$ cat config.mk
export PLATFORM = sky130hd
export DESIGN_NAME = seg7_scan_driver_flat
export DESIGN_NICKNAME = d
export VERILOG_FILES = /design/src/rtl/seg7_scan_driver_if.sv /design/src/rtl/seg7_scan_driver.sv /design/src/flat_wrapper.sv
export SDC_FILE = /design/constraint.sdc
export NUM_CORES = 1
export LEC_CHECK = 0
export ABC_AREA = 1
export CAP_MARGIN = 10
export CORE_MARGIN = 5
export CORE_UTILIZATION = 55
export CTS_BUF_LIST = sky130_fd_sc_hd__clkbuf_8
export CTS_CLUSTER_SIZE = 10
export DETAILED_ROUTE_END_ITERATION = 12
export HOLD_SLACK_MARGIN = 0.1
export PLACE_DENSITY = 0.82
export SYNTH_ARGS = -nofsm -noshare
export SYNTH_HDL_FRONTEND = slang
export SYNTH_SLANG_ARGS = --single-unit
$ cat constraint.sdc
create_clock -name clkmain -period 2.31 [get_ports clkmain]
set_input_delay 0.231 -clock clkmain [delete_from_list [all_inputs] [get_ports clkmain]]
set_output_delay 0.231 -clock clkmain [all_outputs]
set_load 0.02 [all_outputs]
$ cat src/rtl/seg7_scan_driver_if.sv
`timescale 1ns/1ps
`default_nettype none
// +----------------------------------------------------------------------------+
// | seg7_scan_driver_if : digit/control inputs and display pins of the driver  |
// | Revision 1.0                                                                |
// +----------------------------------------------------------------------------+
interface seg7_scan_driver_if;
  logic [3:0] digit0;
  logic [3:0] digit1;
  logic [3:0] digit2;
  logic [3:0] digit3;
  logic       set_time;
  logic [1:0] sel;
  logic       blank_lz;
  logic [3:0] an_n;
  logic [6:0] seg_n;
  logic       dp_n;

  // Counter chain / control side drives digits, display side consumes pins.
  modport master (
    output digit0, digit1, digit2, digit3, set_time, sel, blank_lz,
    input  an_n, seg_n, dp_n
  );

  modport slave (
    input  digit0, digit1, digit2, digit3, set_time, sel, blank_lz,
    output an_n, seg_n, dp_n
  );
endinterface
`default_nettype wire

$ cat src/rtl/seg7_scan_driver.sv
`timescale 1ns/1ps
`default_nettype none
// +----------------------------------------------------------------------------+
// | seg7_scan_driver : 4-digit common-anode multiplexed 7-seg scan with blink   |
// | Revision 1.0                                                                |
// +----------------------------------------------------------------------------+
module seg7_scan_driver #(
  parameter int SCAN_DIV  = 50000,
  parameter int BLINK_DIV = 64
) (
  input  wire logic          clkmain,
  input  wire logic          clear_n,
  seg7_scan_driver_if.slave  bus
);

  localparam int c_PW = (SCAN_DIV  > 1) ? $clog2(SCAN_DIV)  : 1;
  localparam int c_FW = (BLINK_DIV > 1) ? $clog2(BLINK_DIV) : 1;
  localparam logic [c_PW-1:0] c_PRESC_LAST = c_PW'(SCAN_DIV - 1);
  localparam logic [c_FW-1:0] c_FRAME_LAST = c_FW'(BLINK_DIV - 1);

  logic [c_PW-1:0] r_presc;
  logic [1:0]      r_ptr;
  logic [c_FW-1:0] r_frame;
  logic            r_blink;
  logic [3:0]      r_an;
  logic [6:0]      r_seg;
  logic            r_dp;

  logic            w_tick;
  logic [3:0]      w_digit;
  logic [6:0]      w_seg;
  logic            w_blank;

  assign w_tick = (r_presc == c_PRESC_LAST);

  always_comb begin
    w_digit = bus.digit0;
    case (r_ptr)
      2'd0:    w_digit = bus.digit0;
      2'd1:    w_digit = bus.digit1;
      2'd2:    w_digit = bus.digit2;
      default: w_digit = bus.digit3;
    endcase
  end

  // Segment order {g,f,e,d,c,b,a}, active low; non-BCD codes show a dash.
  always_comb begin
    w_seg = 7'b0111111;
    case (w_digit)
      4'd0:    w_seg = 7'b1000000;
      4'd1:    w_seg = 7'b1111001;
      4'd2:    w_seg = 7'b0100100;
      4'd3:    w_seg = 7'b0110000;
      4'd4:    w_seg = 7'b0011001;
      4'd5:    w_seg = 7'b0010010;
      4'd6:    w_seg = 7'b0000010;
      4'd7:    w_seg = 7'b1111000;
      4'd8:    w_seg = 7'b0000000;
      4'd9:    w_seg = 7'b0010000;
      default: w_seg = 7'b0111111;
    endcase
  end

  assign w_blank = (bus.set_time && (bus.sel == r_ptr) && r_blink) ||
                   (bus.blank_lz && (r_ptr == 2'd3) && (bus.digit3 == 4'd0));

  always_ff @(posedge clkmain) begin
    if (!clear_n) begin
      r_presc <= '0;
      r_ptr   <= 2'd0;
      r_frame <= '0;
      r_blink <= 1'b0;
      r_an    <= 4'b1111;
      r_seg   <= 7'b1111111;
      r_dp    <= 1'b1;
    end else if (w_tick) begin
      r_presc <= '0;
      r_ptr   <= r_ptr + 2'd1;
      r_an    <= w_blank ? 4'b1111 : ~(4'b0001 << r_ptr);
      r_seg   <= w_blank ? 7'b1111111 : w_seg;
      r_dp    <= !((r_ptr == 2'd2) && !w_blank);
      // Blink phase advances after the slot has used its current value.
      if (r_ptr == 2'd3) begin
        if (r_frame == c_FRAME_LAST) begin
          r_frame <= '0;
          r_blink <= ~r_blink;
        end else begin
          r_frame <= r_frame + c_FW'(1);
        end
      end
    end else begin
      r_presc <= r_presc + c_PW'(1);
    end
  end

  assign bus.an_n  = r_an;
  assign bus.seg_n = r_seg;
  assign bus.dp_n  = r_dp;

endmodule
`default_nettype wire
$ cat src/flat_wrapper.sv
// flat-port wrapper written by rule: the top's interface ports become plain ports
module seg7_scan_driver_flat 
#(
  parameter int SCAN_DIV  = 50000,
  parameter int BLINK_DIV = 64
)
  (clkmain, clear_n, bus_digit0, bus_digit1, bus_digit2, bus_digit3, bus_set_time, bus_sel, bus_blank_lz, bus_an_n, bus_seg_n, bus_dp_n);
  seg7_scan_driver_if bus_i ();
  input  wire logic clkmain;
  input  wire logic clear_n;
  input wire logic [$bits(bus_i.digit0)-1:0] bus_digit0;
  input wire logic [$bits(bus_i.digit1)-1:0] bus_digit1;
  input wire logic [$bits(bus_i.digit2)-1:0] bus_digit2;
  input wire logic [$bits(bus_i.digit3)-1:0] bus_digit3;
  input wire logic [$bits(bus_i.set_time)-1:0] bus_set_time;
  input wire logic [$bits(bus_i.sel)-1:0] bus_sel;
  input wire logic [$bits(bus_i.blank_lz)-1:0] bus_blank_lz;
  output wire logic [$bits(bus_i.an_n)-1:0] bus_an_n;
  output wire logic [$bits(bus_i.seg_n)-1:0] bus_seg_n;
  output wire logic [$bits(bus_i.dp_n)-1:0] bus_dp_n;
  assign bus_i.digit0 = bus_digit0;
  assign bus_i.digit1 = bus_digit1;
  assign bus_i.digit2 = bus_digit2;
  assign bus_i.digit3 = bus_digit3;
  assign bus_i.set_time = bus_set_time;
  assign bus_i.sel = bus_sel;
  assign bus_i.blank_lz = bus_blank_lz;
  assign bus_an_n = bus_i.an_n;
  assign bus_seg_n = bus_i.seg_n;
  assign bus_dp_n = bus_i.dp_n;
  seg7_scan_driver #(.SCAN_DIV(SCAN_DIV), .BLINK_DIV(BLINK_DIV)) u_core (.clkmain(clkmain), .clear_n(clear_n), .bus(bus_i));
endmodule
==> results of run 1 <==
==> worst register-to-register path, stage by stage (launching register included) <==
cell      delay, ns
dfxtp_1        0.43
inv_2          0.09
ha_1           0.28
nand2_1        0.09
nand2_1        0.06
o21bai_1       0.30
ha_1           0.32
inv_1          0.07
nand2_1        0.05
nand2_1        0.06
nand2_1        0.05
a21oi_1        0.13
==> metal layers <==
| metal | vias up | share of wire [%] | wire length (um) | GRT usage (%) |
|---|---|---|---|---|
| met3 | 7 | 5.9 | 260 | 4.972 |
| met2 | 50 | 47 | 2060 | 30.90 |
| met5 | - | 0 | 0 | 0 |
| li1 | 1008 | - | - | - |
| met4 | 0 | 2.3 | 103 | 9.603 |
| met1 | 850 | 45 | 1992 | 22.64 |
==> layout by cell type (no fill, tap or decap), types with 2 or more instances in the layout <==
cell	netlist	layout
nand3_1	18	18
nor2_2	5	5
xor2_1	5	5
inv_2	6	6
a21oi_1	20	20
clkbuf_8	0	6
nor2_1	41	41
nor3_1	3	3
nor3_2	2	2
nand3b_1	5	5
nor2_4	2	2
nor3b_2	3	3
o21ai_1	4	4
buf_4	3	2
dfxtp_1	36	36
clkdlybuf4s50_1	0	33
ha_1	10	10
inv_1	27	29
nand2_1	74	74
nand4_1	5	5
o21ai_0	7	7
or2_2	2	2
==> stage by stage <==
stage          util [%]  cells  hold WS [ns]  power [mW]  worst slack, ns
6_report          69.25    380        0.4474       1.181           0.3163
5_1_grt           69.25    380        0.4862       1.237          0.09992
4_1_cts           69.25    380        0.4518       1.193           0.3344
3_5_place_dp      66.77    372        0.4385      0.7362           0.3752
3_3_place_gp      66.77    372        0.4277      0.7362           0.4853
2_1_floorplan         -    293        0.4175      0.6890           0.5786
==> how the worst max path moves through the flow <==
stage | start | endpoint | slack (ns)
floorplan | u_core.r_ptr[0] | u_core.bus.seg_n[5] | 0.58
global placement | u_core.r_ptr[0] | u_core.bus.seg_n[5] | 0.49
detailed placement | u_core.r_ptr[0] | u_core.bus.seg_n[3] | 0.38
CTS | u_core.r_ptr[0] | u_core.bus.seg_n[3] | 0.33
global route | u_core.r_ptr[0] | u_core.bus.seg_n[3] | 0.1
finish | u_core.r_ptr[0] | u_core.bus.seg_n[3] | 0.32
==> layout make-up <==
class	count	area share, %
tap	48	2.387
timing repair buffer	35	13.72
inverter	33	4.923
sequential	36	28.64
clock inverter	2	0.2984
clock buffer	6	3.282
multi-input combinational	220	46.74
==> flip-flops by register name, indices dropped and copies added (netlist names) <==
register,cells
u_core.r_presc,16
u_core.bus.dp_n,1
u_core.bus.an_n,3
u_core.r_ptr,2
u_core.bus.seg_n,7
u_core.r_blink,1
u_core.r_frame,6
==> logic make-up after synthesis <==
group / count (synthesis)
AND/OR/NAND/NOR: 169
buffers and inverters: 37
flip-flops: 36
AO/OA/AOI/OAI: 35
adder cells (fa/ha/maj): 10
XOR/XNOR: 6
==> power by group <==
part	total (mW)	internal (mW)	switching, mW
Clock	0.458	0.234	0.224
Sequential	0.628	0.625	0.00307
Combinational	0.0950	0.0496	0.0454
Total	1.18	0.909	0.272
==> metrics.txt, run 1 <==
# IOs 34; die width 71.12 um; Max clock buf depth 2; CP max stage delay 0.43 ns; row cnt 22; Residual DRC 0; reg2reg end u_core.bus.seg_n[3]; HPWL after DPL 3352 um; Post-Synth Adder-Cell Area about 6.1%; worst hold start u_core.r_presc[0]; Synth Area in Simple Gates 39.16%; core area 3633 um^2; CP max FO 5; R2R setup slack 0.32 ns; crit path DAT ~2.2 ns; cts hold-fix bufs 0; vias approximately 1900; Synth Flop Type dfxtp_1; Seq cells post-synth 36; Crit. path cell count 11; Post CTS Setup Buffer Count 0; Synth Instances 293; Required @ worst endpoint 2.54 ns; most instantiated library cell after synthesis nand2_1; nets@finish about 360; CP Class reg -> reg; Final Cell Area around 2500 um^2; top post-synthesis cells by area dfxtp_1, nand2_1, nor2_1; hold depth 1; Clock transition at path regs ~0.07 ns; unrepaired setup endpoints after global routing false; GPL Wtd Cong roughly 0.85; status finished clean; Pwr Density ~470 nW/um^2; Register-to-Register Path Depth 11; layout cells sized above 1 about a tenth; Synth area leader dfxtp_1; initial antenna violation count 0; mux share of post-synthesis cell area 0%; post-synthesis cell type count 35; crit end category flip-flop; Routed Antenna Nets 0; Max IR drop VDD about 0.39 mV; Mapped Nets between 300 and 400; syn_area_per_cell about 7 um^2; max-slew violation total from the final report 0; slew margin rel. 77.94%; Tcrit/Tclk final 86.31%; WL/cell between 10 and 15 um; ys async rst share 0%; fill cell count 323; Synth-to-Final Area Change 22.47%; first-pass GRT wire length roughly 7600 um; cts repair resizes 0; buffer and inverter count on the worst path 2; Synth Warn # 0; Critical Path, Cell by Cell inv_2, ha_1, nand2_1, nand2_1, o21bai_1, ha_1, inv_1, nand2_1, nand2_1, nand2_1, a21oi_1; worst min path class reg -> reg; largest net degree at the start of global routing 23; footprint of the multi-input gates 1176 um^2; WHS Endpoint u_core.r_presc[0]; Seq/Total Area, Yosys between 30% and 40%; Clk Latency, worst-skew pair roughly 0.29 ns; initial DRC count 120; number of enable flip-flop cells after synthesis 0; Max Freq 0.5016 GHz; diodes inserted 0; Least-Margin Pin Slew about 0.33 ns; Yosys top cell area share 35.08%; DIE HEIGHT just over 70 um; final setup TNS 0 ns; Root Buffer clkbuf_8; die area between 5000 and 6000 um^2; Buffers on Ports 33; Via-to-Cell Ratio 5.039; Synth top cells by count nand2_1, nor2_1, dfxtp_1, inv_1, a21oi_1; r2r startpoint u_core.r_ptr[0]; leak pwr around 1.0 nW; Setup-failing EPs final 0; 1st-pass router iterations 4; most frequent CP cell nand2_1; Synth Cell Area 2054 um^2; htree depth 2; clk sinks 36; area post-placement between 2000 and 2500 um^2; xor/xnor cell area share of the yosys netlist 2.558%; Final Skew 0.002507 ns; global route total overflow 0; startpoint types flip-flop; initial core utilization about 57%; max_cap viols 0; Max stage delay cell, worst path dfxtp_1; vias in the first global route roughly 1800; cell family with most CP delay adder cells; final hold viol count 0; TritonCTS buffer count 5; crit path time final 1.994 ns; largest family of logic cells by synthesized area simple AND/OR/NAND/NOR gates; CTS tree yes; Compound-Gate Fraction of Synth Area 9.440%; register area roughly 720 um^2; GRT Total Usage 18.86%; final wirelength 4416 um
Note: power is estimated with default switching activity, not from simulation.
==> run 2: changes to the inputs <==
Settings changed: GPL_ROUTABILITY_DRIVEN set to 0, REMOVE_ABC_BUFFERS set to 1.
==> run 2 against run 1 <==
Compared with the run above:
- routed wire length down 3.5%
- hold slack better by 0.0012 ns
- critical path type unchanged
- count of clock-buffer cells in the layout down 1
- utilization up 0.72 points
- first-iteration DRC count down 1.7%
- sequential share of layout area down 0.30 points
- register-to-register slack better by 0.06 ns
- clock skew up 0.0028 ns
- die area unchanged
- power up 7.6%
- flip-flop and latch count unchanged
==> metrics.txt, run 2 (synthesized netlist as in run 1, its figures left out) <==
status finished clean (unchanged); Reg with most FFs u_core.r_presc (unchanged); Max clock buf depth 2 (unchanged); Clk Latency, worst-skew pair 0.29 ns (about the same); initial DRC count 118 (was 120); final hold viol count 0 (unchanged); CP Class reg -> reg (unchanged); Required @ worst endpoint 2.55 ns (was 2.54 ns); CTS tree yes (unchanged); # IOs 34 (unchanged); vias in the first global route 1974 (was 1798); nets@finish 362 (was 363); WL/cell 11.25 um (was 11.62 um); max FFs per register 16 (unchanged); final setup TNS 0 ns (unchanged); Synth-to-Final Area Change 23.75% (was 22.47%); vias 1904 (was 1915); max_cap viols 0 (unchanged); Buffers on Ports 33 (unchanged); CP max FO 5 (unchanged); 1st-pass router iterations 4 (unchanged); Overall Power 1.271 mW (was 1.181 mW); slew margin rel. 78.16% (was 77.94%); Routed Antenna Nets 0 (unchanged); die width 71.12 um (unchanged); DIE HEIGHT 71.12 um (unchanged); Residual DRC 0 (unchanged); unrepaired setup endpoints after global routing false (unchanged); crit path DAT 2.17 ns (was 2.22 ns); cts hold-fix bufs 0 (unchanged); Pwr Density 499.9 nW/um^2 (was 469.4 nW/um^2); final wirelength 4262 um (was 4416 um); worst min path class reg -> reg (unchanged); cts repair resizes 0 (unchanged); Final Util 69.97% (was 69.25%); Worst Slack Setup Final 0.3776 ns (was 0.3163 ns); crit end category flip-flop (unchanged); largest net degree at the start of global routing 26 (was 23); Max Freq 0.5175 GHz (was 0.5016 GHz); core area 3633 um^2 (unchanged); Via-to-Cell Ratio 5.024 (was 5.039); row cnt 22 (unchanged); layout cells sized above 1 10.88% (was 10.54%); dpl ws 0.3925 ns (was 0.3752 ns); htree depth 2 (unchanged); Final Skew 0.005342 ns (was 0.002507 ns); crit path time final 1.932 ns (was 1.994 ns); GRT Total Usage 18.75% (was 18.86%); leak pwr 1.015 nW (about the same); Least-Margin Pin Slew 0.3276 ns (was 0.3302 ns); most common cell after layout, fill and taps aside nand2_1 (unchanged); Max IR drop VDD 0.2424 mV (was 0.3875 mV); startpoint types flip-flop (unchanged); TritonCTS buffer count 5 (unchanged); Post CTS Setup Buffer Count 0 (unchanged); clk sinks 36 (unchanged); initial antenna violation count 0 (unchanged); global route total overflow 0 (unchanged); first-pass GRT wire length 7783 um (was 7617 um); Clock transition at path regs 0.07 ns (about the same); Setup-failing EPs final 0 (unchanged); die area 5057 um^2 (unchanged); HPWL after DPL 3344 um (was 3352 um); hold_ws 0.4486 ns (was 0.4474 ns); commonest non-fill, non-tap cells in the layout nand2_1, nor2_1, dfxtp_1, clkdlybuf4s50_1, inv_1 (unchanged); diodes inserted 0 (unchanged); Tcrit/Tclk final 83.65% (was 86.31%); Root Buffer clkbuf_8 (unchanged); max-slew violation total from the final report 0 (unchanged); initial core utilization 56.54% (unchanged)
run 2: metal layers:
metal | track usage [%] | wire length, um | vias to the layer above
met5 | 0 | 0 | -
met4 | 9.186 | 118 | 0
met3 | 4.830 | 222 | 13
met2 | 32.44 | 1979 | 53
met1 | 21.30 | 1942 | 834
li1 | - | - | 1004
run 2: area by class of cell:
type                            instances  area, um^2
Fill cell                             319        1091
Sequential cell                        36       720.7
Clock inverter                          3       42.54
Clock buffer                            5       68.82
Inverter                               33       123.9
Multi-Input combinational cell        220        1176
Tap cell                               48       60.06
Timing Repair Buffer                   34       350.3
run 2: worst max-delay path, cell delays in order (launching register included):
cell and delay (ns):
dfxtp_1 0.42, inv_2 0.09, ha_1 0.27, nand2_1 0.08
nand2_1 0.05, o21bai_2 0.22, inv_1 0.13, ha_1 0.24
nand3_1 0.11, nand3_1 0.09, nand3_1 0.10, nand2_1 0.05
inv_1 0.04
run 2: path summary, 6_finish.rpt:
path | startpoint | cells past startpoint | slack, ns | endpoint
worst min-delay path | u_core.r_presc[0] | 1 | 0.45 | u_core.r_presc[0]
worst max register to register | u_core.r_ptr[0] | 12 | 0.38 | u_core.bus.seg_n[4]
worst min register to register | u_core.r_presc[0] | 1 | 0.45 | u_core.r_presc[0]
worst max-delay path | u_core.r_ptr[0] | 12 | 0.38 | u_core.bus.seg_n[4]
run 2: metrics by stage:
| stage | cells | instance area (um^2) |
|---|---|---|
| 3_3_place_gp | 371 | 2431 |
| 6_report | 379 | 2542 |
| 2_1_floorplan | 289 | 2021 |
| 5_1_grt | 379 | 2542 |
| 3_5_place_dp | 371 | 2431 |
| 4_1_cts | 379 | 2542 |
run 2: power breakdown:
part	internal, mW	total, mW	switching (mW)
Sequential	0.625	0.628	0.00320
Combinational	0.0508	0.0959	0.0451
Clock	0.319	0.547	0.228
==> run 3: changes to the inputs <==
Clock period 2.31 ns to 1.9 ns, I/O delays scaled along.
==> run 3 against run 2 <==
Compared with the run above:
- register-to-register slack got worse by 0.28 ns
- sequential share of layout area barely moved
- clock skew is 0.0024 ns higher
- combinational power increased by 25%
- power up 14%
- highest routed layer unchanged
==> metrics.txt, run 3 (synthesized netlist as in run 1, its figures left out) <==
first-pass GRT wire length 7900 um (was 7783 um); dpl ws -0.03222 ns (was 0.3925 ns); Residual DRC 0 (unchanged); Final Skew 0.007707 ns (was 0.005342 ns); worst min path class reg -> reg (unchanged); vias 1942 (was 1904); DIE HEIGHT 71.12 um (unchanged); commonest non-fill, non-tap cells in the layout nand2_1, nor2_1, dfxtp_1, clkdlybuf4s50_1, inv_1 (unchanged); GRT Total Usage 19.45% (was 18.75%); CTS tree yes (unchanged); leak pwr 1.032 nW (was 1.015 nW); max-slew violation total from the final report 0 (unchanged); Synth-to-Final Area Change 24.73% (was 23.75%); placed insts 375 (was 371); CP Class reg -> reg (unchanged); Via-to-Cell Ratio 5.070 (was 5.024); Buffers on Ports 33 (unchanged); global route total overflow 0 (unchanged); nets@finish 366 (was 362); die width 71.12 um (unchanged); layout cells sized above 1 13.13% (was 10.88%); most common cell after layout, fill and taps aside nand2_1 (unchanged); area post-placement 2449 um^2 (was 2431 um^2); initial DRC count 102 (was 118); cts hold-fix bufs 0 (unchanged); htree depth 2 (unchanged); diodes inserted 0 (unchanged); row cnt 22 (unchanged); startpoint types flip-flop (unchanged); Max IR drop VDD 0.4266 mV (was 0.2424 mV); Clk Latency, worst-skew pair 0.29 ns (about the same); core area 3633 um^2 (unchanged); Overall Power 1.446 mW (was 1.271 mW); final hold viol count 0 (unchanged); WL/cell 11.74 um (was 11.25 um); die area 5057 um^2 (unchanged); clk sinks 36 (unchanged); max FFs per register 16 (unchanged); Reg with most FFs u_core.r_presc (unchanged); Setup-failing EPs final 0 (unchanged); Routed Antenna Nets 0 (unchanged); CP max FO 5 (unchanged); HPWL after DPL 3438 um (was 3344 um); 1st-pass router iterations 4 (unchanged); Clock transition at path regs 0.07 ns (about the same); crit end category flip-flop (unchanged); Worst Slack Setup Final 0.09485 ns (was 0.3776 ns); status finished clean (unchanged); # IOs 34 (unchanged); Final Cell Area 2562 um^2 (was 2542 um^2); hold_ws 0.4479 ns (was 0.4486 ns); Cell Count, Final, Fillers Out 383 (was 379); largest net degree at the start of global routing 12 (was 26); final setup TNS 0 ns (unchanged); crit path time final 1.805 ns (was 1.932 ns); fill cell count 310 (was 319); Tcrit/Tclk final 95.01% (was 83.65%); initial core utilization 56.54% (unchanged); TritonCTS buffer count 5 (unchanged); Final Util 70.52% (was 69.97%); footprint of the multi-input gates 1195 um^2 (was 1176 um^2); crit path DAT 1.99 ns (was 2.17 ns); Pwr Density 564.2 nW/um^2 (was 499.9 nW/um^2); final wirelength 4495 um (was 4262 um); Max Freq 0.5540 GHz (was 0.5175 GHz); Root Buffer clkbuf_8 (unchanged); max_cap viols 0 (unchanged); initial antenna violation count 0 (unchanged); slew margin rel. 75.75% (was 78.16%); Required @ worst endpoint 2.08 ns (was 2.55 ns); Least-Margin Pin Slew 0.3628 ns (was 0.3276 ns); vias in the first global route 1957 (was 1974); register area 725.7 um^2 (was 720.7 um^2); Max clock buf depth 2 (unchanged)
run 3: cell type report:
| class | instances | area share (%) |
|---|---|---|
| multi-input combinational | 220 | 46.63 |
| clock buffer | 6 | 3.223 |
| tap | 48 | 2.344 |
| clock inverter | 2 | 0.2930 |
| timing repair buffer | 38 | 14.36 |
| sequential | 36 | 28.32 |
| inverter | 33 | 4.834 |
run 3: path summary, 6_finish.rpt:
kind	startpoint	to	slack [ns]	cells after the start
worst min-delay path	u_core.r_presc[0]	u_core.r_presc[0]	0.45	1
worst max-delay path	u_core.r_ptr[1]	u_core.bus.seg_n[5]	0.09	11
worst min register to register	u_core.r_presc[0]	u_core.r_presc[0]	0.45	1
worst max register to register	u_core.r_ptr[1]	u_core.bus.seg_n[5]	0.09	11
run 3: worst max-delay path, stage by stage (launching register included):
cell	delay [ns]
dfxtp_2	0.37
inv_1	0.10
ha_2	0.21
nand2_1	0.06
nand2_1	0.08
o21bai_4	0.19
inv_1	0.12
ha_1	0.21
o21ai_0	0.15
nor2_1	0.06
nor2_1	0.10
nor2_1	0.04
run 3: power breakdown:
part / internal, mW / total, mW / switching (mW)
clock network: 0.285 / 0.563 / 0.278
logic: 0.0646 / 0.120 / 0.0558
registers: 0.758 / 0.762 / 0.00394
run 3: what timing repair did:
action	CTS	global route
pin swaps	0	1
gates resized for setup	2	6
setup buffers	0	0
setup endpoints to repair	3	6
run 3: per-layer routing:
layer / GRT usage, % / share of wire [%]
met2: 33.78 / 48
met1: 22.35 / 45
met4: 8.768 / 2.3
met3: 4.972 / 4.7
met5: 0 / 0
